## src/rtl/enet_gmii_tx_framer.sv

```systemverilog
// enet_gmii_tx_framer: GMII transmit framer. Prepends preamble/SFD, pads
// short frames, appends the CRC-32 FCS and enforces the inter-frame gap.
// The GMII outputs are registered from the transition being taken, so the
// wire trails the FSM by one cycle.
module enet_gmii_tx_framer #(
    parameter int unsigned IFG_BYTES = 12,
    parameter int unsigned MIN_FRAME = 60
) (
    input  logic       clk,
    input  logic       rst_n,
    input  logic       s_valid,
    output logic       s_ready,
    input  logic [7:0] s_data,
    input  logic       s_last,
    output logic       gmii_tx_en,
    output logic       gmii_tx_er,
    output logic [7:0] gmii_txd,
    output logic       underrun,
    output logic       busy
);
    localparam logic [11:0] LP_MIN  = 12'(MIN_FRAME);
    localparam logic [5:0]  LP_IFG  = 6'(IFG_BYTES);
    localparam logic [31:0] LP_POLY = 32'hEDB88320;

    typedef enum logic [3:0] {
        ST_IDLE, ST_PRE, ST_SFD, ST_DATA, ST_PAD,
        ST_FCS, ST_ABORT, ST_DRAIN, ST_IFG
    } state_t;

    state_t      r_state, w_next;
    logic [2:0]  r_pre_cnt;
    logic [10:0] r_byte_cnt;
    logic [1:0]  r_fcs_idx;
    logic [5:0]  r_ifg_cnt;
    logic [31:0] r_crc;
    logic        r_tx_en, r_tx_er;
    logic [7:0]  r_txd;

    logic        w_tx_en, w_tx_er;
    logic [7:0]  w_txd;
    logic [7:0]  w_crc_din;
    logic [31:0] w_crc_next;
    logic [31:0] w_crc_inv;
    logic [7:0]  w_fcs_byte;
    logic [11:0] w_cnt_inc;
    logic        w_below_min;
    logic [10:0] w_cnt_sat;

    // Reflected CRC-32, one byte per call, LSB first.
    function automatic logic [31:0] crc_step(input logic [31:0] crc, input logic [7:0] din);
        logic [31:0] c;
        c = crc ^ {24'h000000, din};
        for (int unsigned i = 0; i < 8; i++) begin
            c = c[0] ? ((c >> 1) ^ LP_POLY) : (c >> 1);
        end
        return c;
    endfunction

    assign w_crc_din   = (r_state == ST_PAD) ? 8'h00 : s_data;
    assign w_crc_next  = crc_step(r_crc, w_crc_din);
    assign w_cnt_inc   = {1'b0, r_byte_cnt} + 12'd1;
    assign w_below_min = (w_cnt_inc < LP_MIN);
    assign w_cnt_sat   = (r_byte_cnt == 11'h7FF) ? r_byte_cnt : r_byte_cnt + 11'd1;
    assign w_crc_inv   = ~r_crc;

    assign gmii_tx_en = r_tx_en;
    assign gmii_tx_er = r_tx_er;
    assign gmii_txd   = r_txd;

    // FCS byte select, least significant byte first
    always_comb begin
        w_fcs_byte = w_crc_inv[7:0];
        case (r_fcs_idx)
            2'd1:    w_fcs_byte = w_crc_inv[15:8];
            2'd2:    w_fcs_byte = w_crc_inv[23:16];
            2'd3:    w_fcs_byte = w_crc_inv[31:24];
            default: w_fcs_byte = w_crc_inv[7:0];
        endcase
    end

    // State register plus counters, CRC and registered GMII outputs
    always_ff @(posedge clk) begin
        if (!rst_n) begin
            r_state    <= ST_IDLE;
            r_pre_cnt  <= '0;
            r_byte_cnt <= '0;
            r_fcs_idx  <= '0;
            r_ifg_cnt  <= '0;
            r_crc      <= '1;
            r_tx_en    <= 1'b0;
            r_tx_er    <= 1'b0;
            r_txd      <= '0;
        end else begin
            r_state <= w_next;
            r_tx_en <= w_tx_en;
            r_tx_er <= w_tx_er;
            r_txd   <= w_txd;
            case (r_state)
                ST_IDLE: begin
                    r_crc      <= '1;
                    r_byte_cnt <= '0;
                    r_pre_cnt  <= '0;
                    r_fcs_idx  <= '0;
                    r_ifg_cnt  <= '0;
                end
                ST_PRE:  r_pre_cnt <= r_pre_cnt + 3'd1;
                ST_DATA: begin
                    if (s_valid) begin
                        r_crc      <= w_crc_next;
                        r_byte_cnt <= w_cnt_sat;
                    end
                end
                ST_PAD: begin
                    r_crc      <= w_crc_next;
                    r_byte_cnt <= w_cnt_sat;
                end
                ST_FCS:  r_fcs_idx <= r_fcs_idx + 2'd1;
                ST_IFG:  r_ifg_cnt <= r_ifg_cnt + 6'd1;
                default: ;
            endcase
        end
    end

    // Next-state decode
    always_comb begin
        w_next = r_state;
        case (r_state)
            ST_IDLE:  if (s_valid) w_next = ST_PRE;
            // IDLE already emits the first 0x55, so PRE covers the other six
            ST_PRE:   if (r_pre_cnt == 3'd5) w_next = ST_SFD;
            ST_SFD:   w_next = ST_DATA;
            ST_DATA: begin
                if (!s_valid)    w_next = ST_ABORT;
                else if (s_last) w_next = w_below_min ? ST_PAD : ST_FCS;
            end
            ST_PAD:   if (!w_below_min) w_next = ST_FCS;
            ST_FCS:   if (r_fcs_idx == 2'd3) w_next = ST_IFG;
            ST_ABORT: w_next = ST_DRAIN;
            ST_DRAIN: if (s_valid && s_last) w_next = ST_IFG;
            // IFG_BYTES+1 cycles here because the wire lags the FSM by one
            ST_IFG:   if (r_ifg_cnt == LP_IFG) w_next = ST_IDLE;
            default:  w_next = ST_IDLE;
        endcase
    end

    // Output decode: next GMII values and combinational status
    always_comb begin
        w_tx_en  = 1'b0;
        w_tx_er  = 1'b0;
        w_txd    = 8'h00;
        s_ready  = (r_state == ST_DATA) || (r_state == ST_DRAIN);
        busy     = (r_state != ST_IDLE);
        underrun = (r_state == ST_ABORT);
        case (r_state)
            ST_IDLE: begin
                if (s_valid) begin
                    w_tx_en = 1'b1;
                    w_txd   = 8'h55;
                end
            end
            ST_PRE: begin
                w_tx_en = 1'b1;
                w_txd   = 8'h55;
            end
            ST_SFD: begin
                w_tx_en = 1'b1;
                w_txd   = 8'hD5;
            end
            ST_DATA: begin
                w_tx_en = 1'b1;
                if (s_valid) w_txd = s_data;
                else         w_tx_er = 1'b1;
            end
            ST_PAD:  w_tx_en = 1'b1;
            ST_FCS: begin
                w_tx_en = 1'b1;
                w_txd   = w_fcs_byte;
            end
            default: ;
        endcase
    end
endmodule

```

## config.mk

```make
export PLATFORM = sky130hd
export DESIGN_NAME = enet_gmii_tx_framer
export DESIGN_NICKNAME = d
export VERILOG_FILES = /design/src/rtl/enet_gmii_tx_framer.sv
export SDC_FILE = /design/constraint.sdc
export NUM_CORES = 1
export LEC_CHECK = 0
export ABC_AREA = 1
export BUFFER_PORTS_ARGS = -buffer_cell sky130_fd_sc_hd__buf_4
export CORE_MARGIN = 5
export CORE_UTILIZATION = 40
export DETAILED_ROUTE_END_ITERATION = 8
export GPL_TIMING_DRIVEN = 0
export PLACE_DENSITY = 0.55
export RECOVER_POWER = 25
export SLEW_MARGIN = 20
export SYNTH_ARGS = -nofsm -noshare
export SYNTH_HDL_FRONTEND = slang
export SYNTH_SLANG_ARGS = --single-unit
```

## constraint.sdc

```tcl
create_clock -name clk -period 3.1 [get_ports clk]
set_input_delay 0.31 -clock clk [delete_from_list [all_inputs] [get_ports clk]]
set_output_delay 0.31 -clock clk [all_outputs]
set_load 0.02 [all_outputs]
```

==> impl_metrics.toml, run 1 <==
[outcome]
status = "completed"

[clocking]
cts_setup_buffers = 0
clk_latency_ns = 0.35
tritoncts = "yes"
cts_sinks = 68
cts_buffer_depth = 2
root_buffer = "clkbuf_16"
cts_resized = 0
numCtsBuffers = 9
htreeDepth = 3
clkSlewWorstSetupHoldPaths_ns = 0.06
holdBufCountCts = 0

[timing]
tns_ns = 0
max-slew-margin-rel = 0.448
period_needed_ns = 2.31
hold_viol = 0
report.final.slew_viol_count = 0
fin_crit_sh = 0.745
setup_viol = 0
tightest_slew_ns = 0.824
rsz0062_at_grt = "no"
skew_ns = 0.00980
fmax_ghz = 0.433

[grt]
grt_antenna_before_repair = 0
grt_pass1_vias = 4317
grt-ovfl-total = 0
grt_pass1_wl_um = 22100
grt_util_all_layers = 0.213
grt_start_max_net_pins = 12

[yosys]
seq_area_frac_synth = 0.297
ys_types = 41
synthesis.area_sq_mm = 0.00459
synth_top_family_by_area = "simple AND/OR/NAND/NOR gates"
synth_xor_area_frac = 0.0843
synth_cells = 673
synth-seq-cells = 68
yosys.area_share.simple = 0.353
synth_top_cell_by_area = "dfxtp_1"
synth_warnings = 0
synth.area.top_cells = "dfxtp_1 30%, nand2_1 15%, inv_1 6.2%"
synth-compound-area-share = 0.152
yosys.area.top_type_share = 0.297
synth_fa_ha_area_frac = 0.0246
muxShareOfSynthArea = 0
syn_area_per_cell_sq_um = 6.81
syn-num-nets = 694

[worst_setup_path]
critPathTopFamily = "buffers and inverters"
crit_type = "flop to flop"
crit_slowest_cell = "dfxtp_1"
worst_setup_path_end_kind = "flop"
worst_ep_arrival_time_ns = 2.59
critPathLaunchType = "flop"
required_ns = 3.38
worst-path-max-fanout = 10
slowest_delay_ns = 0.36
crit_buf_inv = 4
cp_cell_sequence = "nor2_1 > inv_1 > nor2_1 > inv_2 > nand3_1 > buf_2 > buf_2 > o21ai_0 > nand3_1"

[floorplanning]
floorplan.initialDensity = 0.405
rows = 39
core_sq_mm = 0.0113
die_area_sq_mm = 0.0137
ios = 25
fp.dieW_um = 117
die_h_um = 117

[power]
power_mw = 6.76
cellLeakagePower_nw = 2.47
worst_ir_drop_vdd_uv = 599
p_per_area_mw_per_mm2 = 1290

[routing]
wl_per_cell_um = 16.3
antenna_left = 0
viasPerCell = 5.27
vias = 4510
drt_iter0_markers = 380
post-route-drc-count = 0
dr.pass1.iters = 5
drt_wl_total_um = 13900

[cells_and_area]
nFillCells = 1219
final_layout_size_suffix_gt1_frac = 0.149
diodes = 0
final_cell_mix = "182 x nand2_1, 76 x inv_1, 68 x dfxtp_1"
area_growth_pct = 14.5
num-nets-final = 729
final_common_cell = "nand2_1"

[place]
hpwlAfterDp_um = 10300
io_buffers = 24
routabilityCongestion = 0.878

[worst_hold_path]
hold_path_class = "input port to flop"

[job]
drv_cap = 0
==> synthesized netlist by cell type, drive strengths merged <==
cell and number:
a211oi 3, a21oi 31, a221oi 8, a311oi 1, a31oi 2, buf 9
clkbuf 6, clkinv 1, dfxtp 68, ha 9, inv 85, nand2 224
nand2b 1, nand3 55, nand3b 1, nand4 1, nor2 55, nor3 7
o211ai 9, o21ai 40, o21bai 6, o221ai 6, o22ai 8, or2 1
xnor2 5, xor2 31
==> path summary, 6_finish.rpt <==
check,start,endpoint,slack [ns],cells past startpoint
min reg2reg,r_ifg_cnt[5]$_SDFFE_PN0P_,r_ifg_cnt[5]$_SDFFE_PN0P_,0.46,1
min,rst_n,r_crc[30]$_SDFFE_PN1P_,0.21,2
max reg2reg,r_state[3]$_SDFFE_PN0P_,r_crc[11]$_SDFFE_PN1P_,0.79,9
max,r_state[3]$_SDFFE_PN0P_,r_crc[11]$_SDFFE_PN1P_,0.79,9
==> sequential cells by signal, summed over array words and instances (netlist names) <==
signal and cells:
r_crc 32, r_byte_cnt 11, gmii_txd 8, r_ifg_cnt 6, r_state 4, r_pre_cnt 3, r_fcs_idx 2, gmii_tx_en 1
gmii_tx_er 1
==> worst reg2reg max path, stage by stage (launching register included) <==
cell     delay (ns)
dfxtp_1        0.36
nor2_1         0.26
inv_1          0.12
nor2_1         0.29
inv_2          0.15
nand3_1        0.22
buf_2          0.28
buf_2          0.31
o21ai_0        0.17
nand3_1        0.09
==> metrics by stage <==
step           setup WS, ns   util  area (sq um)  instances  hold WS (ns)
2_1_floorplan          1.35      -          4590        673         0.409
3_3_place_gp          0.910  0.437          4940        840         0.448
3_5_place_dp          0.918  0.437          4940        840         0.450
4_1_cts               0.891  0.468          5300        856         0.202
5_1_grt               0.603  0.464          5250        856         0.219
6_report              0.790  0.464          5250        856         0.208
==> area by class of cell <==
cell class	instances	area, sq um	share of cell area
timing repair buffer	24	139	0.0265
sequential	68	1360	0.259
clock inverter	4	95.1	0.0181
inverter	86	328	0.0624
multi-input combinational	504	2810	0.535
buffer	15	82.6	0.0157
tap	143	179	0.0341
clock buffer	12	256	0.0489
==> routing by layer <==
metal  share of wire  track usage  wire length, um  vias to the layer above
li1                -            -                -                     2251
met1            0.46        0.281             6460                     2116
met2            0.45        0.333             6250                      106
met3           0.052       0.0344              724                       37
met4           0.035        0.115              492                        0
met5               0            0                0                        -
==> where the power goes <==
part | total [mW] | leakage [nW] | switching (mW) | internal, mW
combinational | 4.10 | 1.74 | 2.80 | 1.30
clock | 1.25 | 0.173 | 0.416 | 0.829
sequential | 1.41 | 0.556 | 0.248 | 1.16
==> logic make-up (layout without fill, tap and decap cells) <==
family          count (synthesis)  in the layout
xor+xnor                       36             36
fa+ha+maj                       9              9
buf+inv                       101            141
flops                          68             68
compound gates                114            114
simple gates                  345            345
Power figures use the tool's default switching activity.
==> inputs of run 2 (changes only) <==
--- a/config.mk
+++ b/config.mk
@@ -5,13 +5,13 @@
 export SDC_FILE = /design/constraint.sdc
 export NUM_CORES = 1
 export LEC_CHECK = 0
-export ABC_AREA = 1
+export ABC_AREA = 0
 export BUFFER_PORTS_ARGS = -buffer_cell sky130_fd_sc_hd__buf_4
 export CORE_MARGIN = 5
 export CORE_UTILIZATION = 40
 export DETAILED_ROUTE_END_ITERATION = 8
 export GPL_TIMING_DRIVEN = 0
-export PLACE_DENSITY = 0.55
+export PLACE_DENSITY = 0.57
 export RECOVER_POWER = 25
 export SLEW_MARGIN = 20
 export SYNTH_ARGS = -nofsm -noshare
==> constraint.sdc (replaced) <==
create_clock -name clk -period 1.9 [get_ports clk]
set_input_delay 0.19 -clock clk [delete_from_list [all_inputs] [get_ports clk]]
set_output_delay 0.19 -clock clk [all_outputs]
set_load 0.02 [all_outputs]
==> impl_metrics.toml, run 2 <==
[yosys]
ys_types = 60
synth.area.top_cells = "dfxtp_1 32%, xnor2_1 9.1%, xor2_1 6.2%"
syn-num-nets = 520
synth-seq-cells = 68
synth_warnings = 0
synthesis.area_sq_mm = 0.00424
synth_cells = 499
yosys.cell_count.top_type = "nand2_1"
synthFlopType = "dfxtp_1"
syn_area_per_cell_sq_um = 8.49
yosys.area.top_type_share = 0.321
seq_area_frac_synth = 0.321
synth.top_cells.by_count = "69 x nand2_1, 68 x dfxtp_1, 44 x xnor2_1, 30 x xor2_1"
synth-edff-count = 0
synth_top_cell_by_area = "dfxtp_1"
ys_async_sr_fraction = 0

[power]
p_per_area_mw_per_mm2 = 1760
comb_power_share = 0.711
power_mw = 10.9
swShare = 0.423
switchingPower_mw = 4.61
worst_ir_drop_vdd_uv = 955
clockPowerShare = 0.095
power.internal_mw = 6.29
cellLeakagePower_nw = 2.40
seq_power_share = 0.194

[timing]
setup_viol = 43
period_needed_ns = 2.38
skew_ns = 0.0135
max-slew-margin-rel = 0.595
tightest_slew_ns = 0.608
layout_setup_ws_ns = -0.479
fmax_ghz = 0.420
rsz0062_at_grt = "yes"
report.final.slew_viol_count = 0
fin_crit_sh = 1.25
hold_viol = 0

[clocking]
clk_latency_ns = 0.36
root_buffer = "clkbuf_8"
tritoncts = "yes"
numCtsBuffers = 9
cts_buffer_depth = 2
htreeDepth = 3
cts_sinks = 68
clkSlewWorstSetupHoldPaths_ns = 0.07
holdBufCountCts = 0

[worst_setup_path]
critical_path.most_common_cell = "buf_6"
cp_cell_sequence = "or4b_4 > buf_6 > buf_6 > nand2_4 > xor2_4 > xnor3_2 > or3_1 > nand3_1"
slowest_delay_ns = 0.59
worst-path-max-fanout = 3
required_ns = 2.19
critPathLaunchType = "flop"
crit_slowest_cell = "or4b_4"
crit_type = "flop to flop"
worst_ep_arrival_time_ns = 2.67
worst_setup_path_end_kind = "flop"
reg2reg_depth = 8

[floorplanning]
core_sq_mm = 0.0103
rows = 37
die_area_sq_mm = 0.0127
ios = 25
die_h_um = 113
fp.dieW_um = 113
floorplan.initialDensity = 0.410

[worst_hold_path]
hold_depth = 3
hold_path_class = "input port to flop"

[grt]
grt_util_all_layers = 0.199
grt_pass1_vias = 3782
grt-ovfl-total = 0
grt_antenna_before_repair = 0
grt_pass1_wl_um = 20100
grt_start_max_net_pins = 11

[routing]
drt_iter0_markers = 362
viasPerCell = 5.49
vias = 4051
post-route-drc-count = 0
drt_wl_total_um = 13900
dr.pass1.iters = 5
wl_per_cell_um = 18.9
antenna_left = 0

[outcome]
violations = "setup timing"
status = "finished with violations"

[cells_and_area]
final_cells = 738
regMostFlops = "r_crc"
nFillCells = 868
final_common_cell = "dfxtp_1"
final_layout_size_suffix_gt1_frac = 0.349
final_cell_mix = "65 x dfxtp_1, 60 x nand2_1, 53 x buf_4"
diodes = 0
largest_reg_flops = 32
area_growth_pct = 46.2
num-nets-final = 620

[place]
dp_cells = 657
io_buffers = 22
routabilityCongestion = 0.859
hpwlAfterDp_um = 8380

[job]
drv_cap = 0
## run 2: cell count changes after synthesis, moves of 9 or more
cell,change
inv_1,-67
o21ai_0,-20
and2_1,+10
xnor2_1,+40
nand2_1,-113
a21boi_0,+9
nor2b_1,+12
nand2_2,-24
clkbuf_1,+23
o211ai_1,+20
nor2_1,-22
nand3_1,-41
nand2_4,-13
## run 2: layout make-up
type,instances,area [sq um],area share
clock buffers,11,141,0.0228
repair buffers,92,857,0.138
multi-input cells,390,3430,0.553
inverters,9,37.5,0.00606
plain buffers,29,179,0.0289
clock inverters,3,15.0,0.00242
well taps,136,170,0.0275
flip-flops and latches,68,1370,0.221
## run 2: path summary, 6_finish.rpt
path / start / end / slack (ns)
max reg2reg: r_state[0]$_SDFFE_PN0P_ / r_crc[13]$_SDFFE_PN1P_ / -0.48
max: r_state[0]$_SDFFE_PN0P_ / r_crc[13]$_SDFFE_PN1P_ / -0.48
min reg2reg: r_pre_cnt[1]$_SDFFE_PN0P_ / r_pre_cnt[1]$_SDFFE_PN0P_ / 0.50
min: s_last / r_state[1]$_SDFFE_PN0P_ / 0.17
## run 2: worst max-delay path: cells and delay by family (launching register included)
family / cells / cell delay (ns)
buf+inv: 2 / 0.29
simple gates: 4 / 1.06
flops: 1 / 0.36
xor+xnor: 2 / 0.61
## run 2: what timing repair did
| action | CTS | global route |
|---|---|---|
| gates resized for setup | 71 | 136 |
| setup buffers | 34 | 36 |
| pin swaps | 25 | 46 |
| gates cloned | 1 | 1 |
| setup endpoints to repair | 54 | 52 |
## run 2: per-layer routing
| metal | part of all wire | track usage | routed length [um] |
|---|---|---|---|
| met4 | 0.018 | 0.0601 | 252 |
| met1 | 0.43 | 0.254 | 6000 |
| met5 | 0 | 0 | 0 |
| met2 | 0.51 | 0.340 | 7060 |
| met3 | 0.044 | 0.0390 | 617 |
## run 2: through the flow
step | area, sq um | hold slack, ns | setup TNS, ns | setup WS, ns | util
2_1_floorplan | 4310 | 0.348 | -3.52 | -0.459 | -
4_1_cts | 5390 | 0.182 | -7.16 | -0.514 | 0.522
5_1_grt | 6200 | 0.185 | -13.39 | -0.532 | 0.600
3_5_place_dp | 4640 | 0.491 | -25.07 | -0.861 | 0.450
6_report | 6200 | 0.173 | -9.43 | -0.479 | 0.600
3_3_place_gp | 4640 | 0.470 | -23.93 | -0.842 | 0.450
## run 2: power by group through the flow
stage / Combinational (mW) / Clock, mW / Sequential (mW)
6_report: 7.75 / 1.04 / 2.11
5_1_grt: 8.18 / 1.13 / 2.14
4_1_cts: 5.92 / 1.06 / 2.08
3_5_place_dp: 4.72 / 0 / 2.09
3_3_place_gp: 4.69 / 0 / 2.08
2_1_floorplan: 3.73 / 0 / 2.05
## run 2: cells by family (layout without fill, tap and decap cells)
| family | after synthesis | count (layout) | share of synthesized area |
|---|---|---|---|
| AO/OA/AOI/OAI | 114 | 114 | 0.183 |
| adder cells (fa/ha/maj) | 9 | 9 | 0.0266 |
| buffers and inverters | 42 | 144 | 0.0413 |
| XOR/XNOR | 83 | 83 | 0.199 |
| flip-flops | 68 | 68 | 0.321 |
| multiplexers | 2 | 2 | 0.00473 |
| AND/OR/NAND/NOR | 181 | 182 | 0.224 |
==> inputs of run 3 (changes only) <==
==> constraint.sdc (replaced) <==
create_clock -name clk -period 1.9 [get_ports clk]
set_input_delay 0.57 -clock clk [delete_from_list [all_inputs] [get_ports clk]]
set_output_delay 0.57 -clock clk [all_outputs]
set_load 0.02 [all_outputs]
==> impl_metrics.toml, run 3 (synthesized netlist as in run 2, its figures left out) <==
[cells_and_area]
num-nets-final = 621
utilization = 0.607
final_cell_mix = "64 x dfxtp_1, 59 x nand2_1, 48 x buf_4"
area_growth_pct = 48.0
diodes = 0
largest_reg_flops = 32
final_cells = 739
design_area_sq_mm = 0.00627
final_layout_size_suffix_gt1_frac = 0.367
regMostFlops = "r_crc"
final_common_cell = "dfxtp_1"

[worst_setup_path]
crit_type = "flop to flop"
critPathLaunchType = "flop"
worst-path-max-fanout = 4
worst_ep_arrival_time_ns = 2.65
timing.rr.end = "r_crc[13]$_SDFFE_PN1P_"
crit_buf_inv = 1
reg2reg_from = "r_state[3]$_SDFFE_PN0P_"
required_ns = 2.19
cp.depth = 7
cp_cell_sequence = "or4b_4 > buf_6 > nand2_4 > xnor2_4 > xnor3_2 > or3_1 > nand3_1"
crit_slowest_cell = "or4b_4"
slowest_delay_ns = 0.61
critPathTopFamily = "simple AND/OR/NAND/NOR gates"
reg2reg_depth = 7
ff2ff_setup_slack_ns = -0.46
worst_setup_path_end_kind = "flop"

[floorplanning]
core_sq_mm = 0.0103
floorplan.initialDensity = 0.410
die_area_sq_mm = 0.0127
ios = 25
fp.dieW_um = 113
die_h_um = 113
rows = 37

[grt]
grt_pass1_wl_um = 20500
grt_util_all_layers = 0.202
grt_start_max_net_pins = 11
grt-ovfl-total = 0
grt_use_met1 = 0.259
grt_antenna_before_repair = 0
gr-max-usage-layer = "met2"
grtUsageMet2 = 0.348
grt_use_met3 = 0.0390
grt_pass1_vias = 3890

[timing]
report.final.slew_viol_count = 0
layout_setup_ws_ns = -0.462
hold_ws_ns = 0.498
fin_crit_sh = 1.24
tightest_slew_ns = 0.574
rsz0062_at_grt = "yes"
max-slew-margin-rel = 0.617
period_needed_ns = 2.36
fmax_ghz = 0.423
skew_ns = 0.0116
setup_viol = 42
hold_viol = 0

[power]
p_per_area_mw_per_mm2 = 1720
worst_ir_drop_vdd_uv = 980
cellLeakagePower_nw = 2.42

[place]
io_buffers = 22
placed_area_sq_mm = 0.00464
hpwlAfterDp_um = 8380
routabilityCongestion = 0.859
dp_cells = 657

[clocking]
root_buffer = "clkbuf_8"
clk_latency_ns = 0.36
numCtsBuffers = 9
tritoncts = "yes"
holdBufCountCts = 0
clkSlewWorstSetupHoldPaths_ns = 0.07
htreeDepth = 3
cts_buffer_depth = 2
cts_sinks = 68

[routing]
viasPerCell = 5.51
dr.pass1.iters = 4
antenna_left = 0
drt_iter0_markers = 274
vias = 4069
post-route-drc-count = 0
wl_per_cell_um = 18.4
drt_wl_total_um = 13600

[worst_hold_path]
hold_depth = 2
min_from = "r_pre_cnt[1]$_SDFFE_PN0P_"
hold_path_class = "flop to flop"
worstHoldEndpoint = "r_pre_cnt[1]$_SDFFE_PN0P_"

[outcome]
status = "finished with violations"
violations = "setup timing"

[job]
drv_cap = 0
run 3: final cells by class:
type / instances / area (sq um)
Buffer: 29 / 208
Clock buffer: 11 / 141
Clock inverter: 3 / 15.0
Fill cell: 863 / 4060
Inverter: 9 / 37.5
Multi-Input combinational cell: 390 / 3440
Sequential cell: 68 / 1370
Tap cell: 136 / 170
Timing Repair Buffer: 93 / 885
run 3: worst max-delay path by stage:
stage / start / end / slack, ns
final: r_state[3]$_SDFFE_PN0P_ / r_crc[13]$_SDFFE_PN1P_ / -0.46
after global routing: r_state[3]$_SDFFE_PN0P_ / r_crc[13]$_SDFFE_PN1P_ / -0.50
after CTS: r_state[1]$_SDFFE_PN0P_ / r_crc[20]$_SDFFE_PN1P_ / -0.51
after detailed placement: r_state[2]$_SDFFE_PN0P_ / r_crc[20]$_SDFFE_PN1P_ / -0.86
after global placement: r_state[2]$_SDFFE_PN0P_ / r_crc[20]$_SDFFE_PN1P_ / -0.84
after floorplan: r_state[1]$_SDFFE_PN0P_ / r_crc[20]$_SDFFE_PN1P_ / -0.46
run 3: worst min-delay path: cells and delay by family, from the launching register on:
kind,cells,cell delay [ns]
DFF,1,0.33
and+or+nand+nor,1,0.06
AOI/OAI and AO/OA,1,0.06
run 3: through the flow:
stage | power [mW] | setup TNS (ns) | worst slack, ns
global route | 11.4 | -11.14 | -0.501
CTS | 9.45 | -7.09 | -0.514
floorplan | 5.78 | -3.52 | -0.459
finish | 10.8 | -7.39 | -0.462
detailed placement | 6.81 | -25.23 | -0.861
global placement | 6.77 | -24.10 | -0.842
run 3: timing repair:
| item | 4_1_cts | 5_1_grt |
|---|---|---|
| pin swaps | 35 | 56 |
| cloned | 2 | 1 |
| setup buffers | 42 | 34 |
| hold endpoints to repair | 0 | 0 |
| resized for setup | 105 | 118 |
| setup endpoints to repair | 56 | 57 |
run 3: report_power, final:
| part | internal [mW] | total (mW) | switching, mW | leakage [nW] |
|---|---|---|---|---|
| logic | 3.99 | 7.65 | 3.66 | 1.78 |
| registers | 1.77 | 2.11 | 0.342 | 0.557 |
| clock network | 0.488 | 1.03 | 0.545 | 0.0848 |
| total | 6.24 | 10.8 | 4.55 | 2.42 |
run 3: routing by layer:
layer,up-vias,part of all wire
met5,-,0
met4,0,0.018
met3,24,0.044
met2,118,0.50
met1,1991,0.44
li1,1936,-
